--- config.mk ---
export PLATFORM = sky130hd
export DESIGN_NAME = adder_serial4
export DESIGN_NICKNAME = d
export VERILOG_FILES = /design/src/rtl/adder_serial4.sv
export SDC_FILE = /design/constraint.sdc
export NUM_CORES = 1
export LEC_CHECK = 0
export CAP_MARGIN = 0
export CORE_MARGIN = 10
export CORE_UTILIZATION = 50
export DETAILED_ROUTE_END_ITERATION = 8
export PLACE_DENSITY_LB_ADDON = 0.05
export SLEW_MARGIN = 20
export SYNTH_ARGS = -nofsm -noshare
export SYNTH_HDL_FRONTEND = slang
export SYNTH_SLANG_ARGS = --single-unit
export TNS_END_PERCENT = 1
--- constraint.sdc ---
create_clock -name clk -period 2 [get_ports clk]
set_input_delay 0.6 -clock clk [delete_from_list [all_inputs] [get_ports clk]]
set_output_delay 0.6 -clock clk [all_outputs]
set_load 0.005 [all_outputs]
--- src/rtl/adder_serial4.sv ---
// adder_serial4: nibble-serial two's-complement adder/subtractor with valid/ready handshake
module adder_serial4 #(
  parameter int WIDTH = 16,
  parameter int DIGIT = 4
) (
  input  logic             clk,
  input  logic             rst_n,
  input  logic             i_in_valid,
  output logic             o_in_ready,
  input  logic [WIDTH-1:0] i_a1,
  input  logic [WIDTH-1:0] i_a2,
  input  logic             i_sign,
  output logic             o_out_valid,
  input  logic             i_out_ready,
  output logic [WIDTH-1:0] o_b,
  output logic             o_cout,
  output logic             o_ovf,
  output logic             o_busy
);
  localparam int NDIG = WIDTH / DIGIT;
  localparam int KW = NDIG > 1 ? $clog2(NDIG) : 1;
  typedef enum logic [1:0] {S_IDLE, S_CALC, S_DONE} state_t;
  state_t r_state, w_next;
  logic [WIDTH-1:0] r_a, r_bop, r_b;
  logic [WIDTH-DIGIT-1:0] r_acc;
  logic [KW-1:0] r_k;
  logic r_c, r_cout, r_ovf;
  logic [DIGIT:0] w_sum;
  logic [WIDTH-1:0] w_res;
  logic w_accept, w_last, w_cmsb;
  assign w_accept = r_state == S_IDLE && i_in_valid;
  assign w_last = r_state == S_CALC && r_k == KW'(NDIG - 1);
  assign w_sum = {1'b0, r_a[DIGIT-1:0]} + {1'b0, r_bop[DIGIT-1:0]} + {{DIGIT{1'b0}}, r_c};
  assign w_res = {w_sum[DIGIT-1:0], r_acc};
  assign w_cmsb = r_a[DIGIT-1] ^ r_bop[DIGIT-1] ^ w_sum[DIGIT-1];
  // state register
  always_ff @(posedge clk or negedge rst_n)
    if (!rst_n) r_state <= S_IDLE;
    else r_state <= w_next;
  // next-state decode
  always_comb
    w_next = r_state == S_IDLE ? (i_in_valid ? S_CALC : S_IDLE) :
             r_state == S_CALC ? (w_last ? S_DONE : S_CALC) :
             (i_out_ready ? S_IDLE : S_DONE);
  // handshake outputs straight from the state register
  always_comb begin
    o_in_ready = r_state == S_IDLE;
    o_out_valid = r_state == S_DONE;
    o_busy = r_state != S_IDLE;
  end
  // operand capture and one digit per cycle, LSB digit first
  always_ff @(posedge clk or negedge rst_n)
    if (!rst_n) begin
      r_a <= '0;
      r_bop <= '0;
      r_acc <= '0;
      r_c <= 1'b0;
      r_k <= '0;
    end else if (w_accept) begin
      r_a <= i_a1;
      r_bop <= i_sign ? ~i_a2 : i_a2;
      r_c <= i_sign;
      r_k <= '0;
    end else if (r_state == S_CALC) begin
      r_a <= r_a >> DIGIT;
      r_bop <= r_bop >> DIGIT;
      r_acc <= w_res[WIDTH-1:DIGIT];
      r_c <= w_sum[DIGIT];
      r_k <= r_k + KW'(1);
    end
  // visible results update only on the edge entering DONE
  always_ff @(posedge clk or negedge rst_n)
    if (!rst_n) begin
      r_b <= '0;
      r_cout <= 1'b0;
      r_ovf <= 1'b0;
    end else if (w_last) begin
      r_b <= w_res;
      r_cout <= w_sum[DIGIT];
      r_ovf <= w_cmsb ^ w_sum[DIGIT];
    end
  assign o_b = r_b;
  assign o_cout = r_cout;
  assign o_ovf = r_ovf;
endmodule

======== Word-level counts from Yosys, hierarchy flattened ========
Index checks and enable logic that the tools add are counted.
storage, ports and cells
  register bits ........................... 67
  input bits .............................. 37
  output and inout bits ................... 21
operators by class
  $add $sub $neg .......................... 3
  equality and inequality tests ........... 3
  muxes and demuxes ....................... 14
  bitwise gates (word level) .............. 5
  reductions and logical operators ........ 6
operator list
  cell                   number
  $mux W16               5
  $not A16 Y16           1
  $mux W2                6
  $add A4 B4 Y5          1
  $add A5 B1 Y5          1
  $eq A2 B2 Y1 const B   2
  $reduce_bool A2 Y1     2
  $mux W1                3
  $xor A1 B1 Y1          3
  $add A2 B1 Y2 const B  1
  $eq A2 B1 Y1 const B   1
  $logic_and A1 B1 Y1    2
  $logic_not A2 Y1       1
  $reduce_and A2 Y1      1
  $not A1 Y1             1

======== Depth between registers and ports, before layout ========
Gate-level depths: netlist of run 1.
  word-level depth ........................ 5
  gate-level depth with buffers ........... 7
  mapped depth without buffers ............ 7

======== Worst setup path before layout of run 1 ========
Ideal clock, no wire load.
  path type ............................... register to register
  from .................................... register r_a[0]
  to ...................................... register r_ovf, in the netlist o_ovf
  setup time .............................. 0.083 ns
  arrival ................................. 1.737 ns
  data required time ...................... 1.917 ns
  slack ................................... 0.181 ns
  cell stages (with the launch flop) ...... 8
  cell sequence ........................... dfrtp_1 > inv_1 > fa_1 > fa_1 > nand2b_1 > o2bb2ai_1 > xor2_1 > o21ai_0
on the way
  longest elaborated chain between the ends .. 4
RTL lines
  element                 line  text
  from (decl)             24    logic [WIDTH-1:0] r_a, r_bop, r_b;
  from (signal assigned)  60    r_a <= i_a1;
  from (signal assigned)  65    r_a <= r_a >> DIGIT;
  $add A4 B4 Y5 (*)       33    assign w_sum = {1'b0, r_a[DIGIT-1:0]} + {1'b0, r_bop[DIGIT-1:0]} + {{DIGIT{1'b0}}, r_c};
  $add A5 B1 Y5 (*)       33
  $xor A1 B1 Y1           35    assign w_cmsb = r_a[DIGIT-1] ^ r_bop[DIGIT-1] ^ w_sum[DIGIT-1];
  $xor A1 B1 Y1 (*)       80    r_ovf <= w_cmsb ^ w_sum[DIGIT];
  to (signal assigned)    80
  to (decl)               27    logic r_c, r_cout, r_ovf;
Mark *: on every way between the ends. The rest lies on a longest branch, timed or not.
A chain may end at the register's enable or synchronous reset.

======== Final worst setup path of run 1 ========
  from .................................... register r_state[1]
  to ...................................... output port o_busy
on the way
  longest elaborated chain between the ends .. 1
RTL lines
  element                 line  text
  from (decl)             23    state_t r_state, w_next;
  from (signal assigned)  39    else r_state <= w_next;
  $reduce_bool A2 Y1      49    o_busy = r_state != S_IDLE;
  to (decl)               18    output logic o_busy
Every way passes these cells.

==> results of run 1 <==
[layout make-up]
| type | instances | area (um2) | area share (%) |
|---|---|---|---|
| tap | 72 | 90.09 | 2.372 |
| clock buffer | 12 | 145.1 | 3.821 |
| timing repair buffer | 70 | 698.2 | 18.38 |
| sequential | 67 | 1677 | 44.14 |
| clock inverter | 3 | 15.01 | 0.3953 |
| multi-input combinational | 182 | 1147 | 30.20 |
| inverter | 7 | 26.28 | 0.6917 |
[cell usage in the layout (no fill, tap or decap), types with 2 or more instances in the layout]
master	count
xnor2_1	17
mux2_2	5
clkdlybuf4s50_1	54
nor2_1	14
clkbuf_1	2
clkinv_2	3
dfrtp_1	67
dlygate4sd2_1	2
inv_1	7
a221o_1	14
o21ai_0	22
ha_1	4
nand3_1	5
mux2_1	7
a22oi_1	11
buf_4	10
nor3_1	2
xor2_1	2
clkbuf_8	10
buf_12	3
nand2_1	68
[timing repair]
action,in CTS,in global routing
pin swaps,1,0
endpoints found under the setup margin,3,10
resized for setup,3,2
buffers inserted,3,0
[state kept, by name (all words and copies together), names as in the netlist]
signal,flops
r_state,2
o_b,16
r_acc,12
r_a,16
r_k,2
o_ovf,1
r_bop,16
o_cout,1
r_c,1
[power breakdown]
part	leakage (nW)	internal, mW	switching, mW
Clock	0.0860	0.471	0.478
Combinational	0.816	1.30	1.30
Sequential	0.851	1.99	0.360
Total	1.75	3.76	2.14
[layer usage]
layer	vias up	wire, um	global-route usage, %
met4	0	102	6.174
met1	998	2745	17.35
met2	59	2737	20.91
met3	9	389	4.047
li1	1047	-	-
met5	-	0	0
[cells by family (layout without fill, tap and decap cells)]
logic type | Yosys count | in the layout | synth area share (%)
xor gates and xnor gates | 19 | 19 | 5.718
AOI/OAI and AO/OA | 49 | 49 | 11.91
adders and majority gates | 6 | 6 | 3.096
buffers and inverters | 23 | 92 | 3.397
DFF | 67 | 67 | 57.61
muxes | 12 | 12 | 4.643
and+or+nand+nor | 96 | 96 | 13.63
[how the worst min path moves through the flow]
| stage | to | slack (ns) | cells past startpoint | start |
|---|---|---|---|---|
| after floorplan | o_b[0] | 0.30 | 0 | rst_n |
| after global placement | r_acc[3] | 0.46 | 2 | r_acc[3] |
| after detailed placement | r_a[6] | 0.46 | 2 | r_a[6] |
| after CTS | r_a[3] | 0.28 | 2 | rst_n |
| after global routing | o_b[0] | 0.29 | 2 | rst_n |
| final | o_b[0] | 0.28 | 2 | rst_n |
==> metrics.md, run 1 <==
| Metric | Value |
|---|---|
| Slew headroom | about 70% |
| Rows | 27 |
| # port buffers | 57 |
| Wire per inst | ~14 um |
| Post-synthesis sequential area ratio | roughly 58% |
| GRT overflow | 0 |
| Ranking of synthesized cells by area | dfrtp_1, nand2_1, xnor2_1, a221o_1, o21ai_0 |
| Pre-CTS setup slack | -0.2606 ns |
| # setup viols final | 0 |
| Drt first pass iters | 4 |
| CP Depth | 3 |
| Worst slew pin tran | roughly 0.45 ns |
| Die Area | just over 9000 um2 |
| DR vias | approximately 2100 |
| WP buf/inv | 2 |
| Post-Syn Area per Cell | about 11 um2 |
| Final nets | 380 |
| Top cells by count, synth | nand2_1, dfrtp_1, o21ai_0 |
| End-of-flow core utilization | between 60% and 70% |
| Via/cell ratio | slightly above 5 |
| Pwr/cell area | 1554 nW/um2 |
| H-tree Lvls | 3 |
| Initial antenna violation count | 0 |
| Final worst setup slack | 0.03168 ns |
| Netlist cell types | 26 |
| Flops & latches, synth | 67 |
| CP endpoint | o_busy |
| Ratio of cells with drive above 1 in the final layout | ~11% |
| Slew Limit Fails | 0 |
| CTS Buf Count | 9 |
| Peak VDD IR | slightly above 0.0006 V |
| Setup CP Type | register to output port |
| Clock Latency Late Sink | 0.34 ns |
| RR Startpoint | r_bop[0] |
| # IOs | 58 |
| Setup TNS | 0 ns |
| Area growth, synth to finish | 30.52% |
| CP Data Arrival Time | 1.37 ns |
| GRT Overall Usage | 13.60% |
| Core ar. | between 5000 and 6000 um2 |
| Die Wd | approximately 96 um |
| Endpoint of the worst-slack reg-to-reg timing path | r_c |
| Status | finished clean |
| Ys flop type | dfrtp_1 |
| Top-count cell post-synth | nand2_1 |
| Final Hold Vio Count | 0 |
| Die height | ~96 um |
| CTS tree | yes |
| Global-route wire length before repair | around 9800 um |
| Top-area cell type share of the netlist area | around 58% |
| Area post-placement | between 3000 and 4000 um2 |
| CTS hold repair buffers | 0 |
| Hold WS | about 0.28 ns |
| Synth Warn # | 0 |
| Post-Syn Area | 2910 um2 |
| Worst-path maximum fanout | 3 |
| Largest net degree at the start of global routing | between 60 and 70 |
| Antenna Violating Nets Remaining | 0 |
| RSZ-0062 raised after global routing | yes |
| N_diodes | 0 |
| Mapped Cells | about 270 |
| Yosys top cell by area | dfrtp_1 |
| Worst reg-to-reg setup slack | 0.09 ns |
| Root buf cell | clkbuf_8 |
| Post-synth EDFFs | 0 |
| DRT iter0 DRCs | 63 |
| Detailed-route DRC error count | 0 |
| Fin area | ~3800 um2 |
| Ys async rst share | 100.0% |
| Placed Instances | 395 |
| Tcrit/Tclk final | 98.42% |
| Period minus WS final | 1.968 ns |
| Gpl congestion | about 0.79 |
| CP cell instances | nor2_2 > inv_1 > clkdlybuf4s50_1 |
| FF-to-FF path depth | 7 |
| Fill cells | about 460 |
| Crit-path max cell delay | 0.44 ns |
| Total Wirelength | between 5000 and 6000 um |
| CTS clk-pin slew, worst paths | 0.07 ns |
| Crit. Startpoint | r_state[1] |
| Worst Setup Start Kind | register |
| F_max | slightly above 500 MHz |
| Critical Path RT | 1.40 ns |
| CP Capture Type | output port |
| Worst hold path class | input port to asynchronous set/reset pin |
| Number of max-cap violations | 0 |
| Leak | 1.753 nW |
| Total power | 5.903 mW |
| Vias in the first global route | between 2000 and 2500 |
| Worst Skew | slightly above 0.007 ns |
| Final cell count without fillers | just over 400 |
| HPWL after detailed placement | between 4000 and 5000 um |
| CP max-delay cell | clkdlybuf4s50_1 |
| Num Clock Sinks | 67 |
| Top Family by Delay on Critical Path | buffers and inverters |
| Syn_nets | ~320 |
| Clk buf depth | 2 |
| Initial core utilization | between 50% and 60% |
No activity file was read; power rests on OpenSTA's default activity.
==> inputs of run 2 (changes only) <==
--- a/config.mk
+++ b/config.mk
@@ -9,6 +9,7 @@
 export CORE_MARGIN = 10
 export CORE_UTILIZATION = 50
 export DETAILED_ROUTE_END_ITERATION = 8
+export GPL_TIMING_DRIVEN = 0
 export PLACE_DENSITY_LB_ADDON = 0.05
 export SLEW_MARGIN = 20
 export SYNTH_ARGS = -nofsm -noshare
==> run 2 against run 1 <==
Via count is 1.3% higher; utilization decreased by 0.54 points; largest power group unchanged; worst setup slack gained 0.092 ns; combinational power about the same; register-to-register slack better by 0.05 ns; first-iteration DRC count increased by 37%; count of clock-buffer cells in the layout increased by 1.
==> metrics.md, run 2 (synthesized netlist as in run 1, its figures left out) <==
| Metric | Value |
|---|---|
| Status | finished clean |
| DR vias | roughly 2100 |
| Ratio of cells with drive above 1 in the final layout | roughly 10% |
| Commonest non-fill, non-tap cell in the layout | nand2_1 |
| Placed Instances | around 400 |
| Setup CP Type | input port to register |
| DRT iter0 DRCs | 86 |
| H-tree Lvls | 3 |
| Peak VDD IR | around 0.00066 V |
| Area of the multi-input gates | ~1200 um2 |
| Wire per inst | 14.76 um |
| Via/cell ratio | 5.098 |
| HPWL after detailed placement | about 4600 um |
| Pwr/cell area | 1551 nW/um2 |
| # setup viols final | 0 |
| Clk buf depth | 2 |
| Most frequent cells in the layout | nand2_1, dfrtp_1, clkdlybuf4s50_1, o21ai_0, xnor2_1 |
| F_max | about 530 MHz |
| Final Hold Vio Count | 0 |
| Num Clock Sinks | 67 |
| CTS Buf Count | 9 |
| Global-route wire length before repair | about 10000 um |
| Area post-placement | roughly 3600 um2 |
| Storage cell area | around 1700 um2 |
| Number of max-cap violations | 0 |
| CP Data Arrival Time | approximately 2.1 ns |
| Initial antenna violation count | 0 |
| Worst hold path class | input port to asynchronous set/reset pin |
| Initial core utilization | between 50% and 60% |
| Fin area | approximately 3800 um2 |
| GRT Overall Usage | roughly 14% |
| Drt first pass iters | 4 |
| CTS clk-pin slew, worst paths | 0.07 ns |
| Pre-CTS setup slack | -0.3231 ns |
| Fill cells | 460 |
| Endpoint of the worst-slack reg-to-reg timing path | o_ovf |
| Worst slew pin tran | about 0.50 ns |
| Period minus WS final | approximately 1.9 ns |
| Slew headroom | between 60% and 70% |
| Total Wirelength | 6198 um |
| Worst reg-to-reg setup slack | ~0.14 ns |
| GRT overflow | 0 |
| Worst Setup Start Kind | input port |
| Tcrit/Tclk final | between 90% and 100% |
| Gpl congestion | about 0.83 |
| Slew Limit Fails | 0 |
| Final worst setup slack | 0.1236 ns |
| RR Startpoint | r_bop[0] |
| Area growth, synth to finish | 29.49% |
| # IOs | 58 |
| Clock Latency Late Sink | approximately 0.34 ns |
| Rows | 27 |
| Die height | slightly below 100 um |
| Die Wd | ~96 um |
| Core ar. | roughly 5600 um2 |
| FF-to-FF path depth | 7 |
| # port buffers | 56 |
| Critical Path RT | between 2 and 2.5 ns |
| CTS hold repair buffers | 0 |
| Antenna Violating Nets Remaining | 0 |
| Total power | just under 6 mW |
| N_diodes | 0 |
| Die Area | ~9000 um2 |
| Final nets | 386 |
| CTS tree | yes |
| Vias in the first global route | ~2100 |
| CP Capture Type | register |
| Root buf cell | clkbuf_8 |
| Detailed-route DRC error count | 0 |
| Largest net degree at the start of global routing | 42 |
| Worst Skew | between 0.009 and 0.01 ns |
| Worst-path maximum fanout | 10 |
| Leak | approximately 1.7 nW |
| End-of-flow core utilization | 67.61% |
| Final cell count without fillers | 420 |
run 2: critical path, stage by stage:
cell and delay [ns]:
clkdlybuf4s50_1 0.51, nor3b_4 0.33, nor2_2 0.14, buf_2 0.21, a221o_1 0.31
run 2: layer usage:
metal  part of all wire [%]  GRT usage [%]
met5                      0              0
met1                     45          17.11
met2                     46          21.97
met4                    1.6          6.659
met3                    7.3          5.214
run 2: power breakdown:
part           internal, mW  switching (mW)  total [mW]
sequential             1.99           0.357        2.35
clock                 0.445           0.477       0.922
combinational          1.24            1.34        2.58
run 2: area by class of cell:
cell class	instances	share of cell area [%]
multi-input cells	182	30.58
repair buffers	60	15.84
inverters	7	0.6972
clock inverters	3	0.3984
clock buffers	13	3.685
flip-flops and latches	67	44.49
plain buffers	16	1.926
well taps	72	2.390
run 2: per-stage QoR:
stage | setup TNS (ns) | hold slack, ns
floorplan | 0 | 0.3044
global placement | -134.59 | 0.4589
detailed placement | -6.285 | 0.4641
CTS | 0 | 0.1637
global route | -0.005192 | 0.1732
finish | 0 | 0.1597
run 2: timing repair:
action                     CTS  global route
setup endpoints to repair    3            15
hold endpoints to repair     0             0
pin swaps                    1             0
setup buffers                3             0
gates resized for setup      4             4
run 2: worst max-delay path by stage:
| stage | from | to | slack [ns] | cells after the start |
|---|---|---|---|---|
| floorplan | r_a[0] | o_ovf | 0.18 | 7 |
| global placement | rst_n | r_bop[14] | -1.93 | 1 |
| detailed placement | i_in_valid | r_bop[11] | -0.32 | 5 |
| CTS | r_bop[0] | o_ovf | 0.007 | 7 |
| global route | r_bop[0] | o_ovf | -0.005 | 7 |
| finish | i_in_valid | r_bop[11] | 0.12 | 5 |
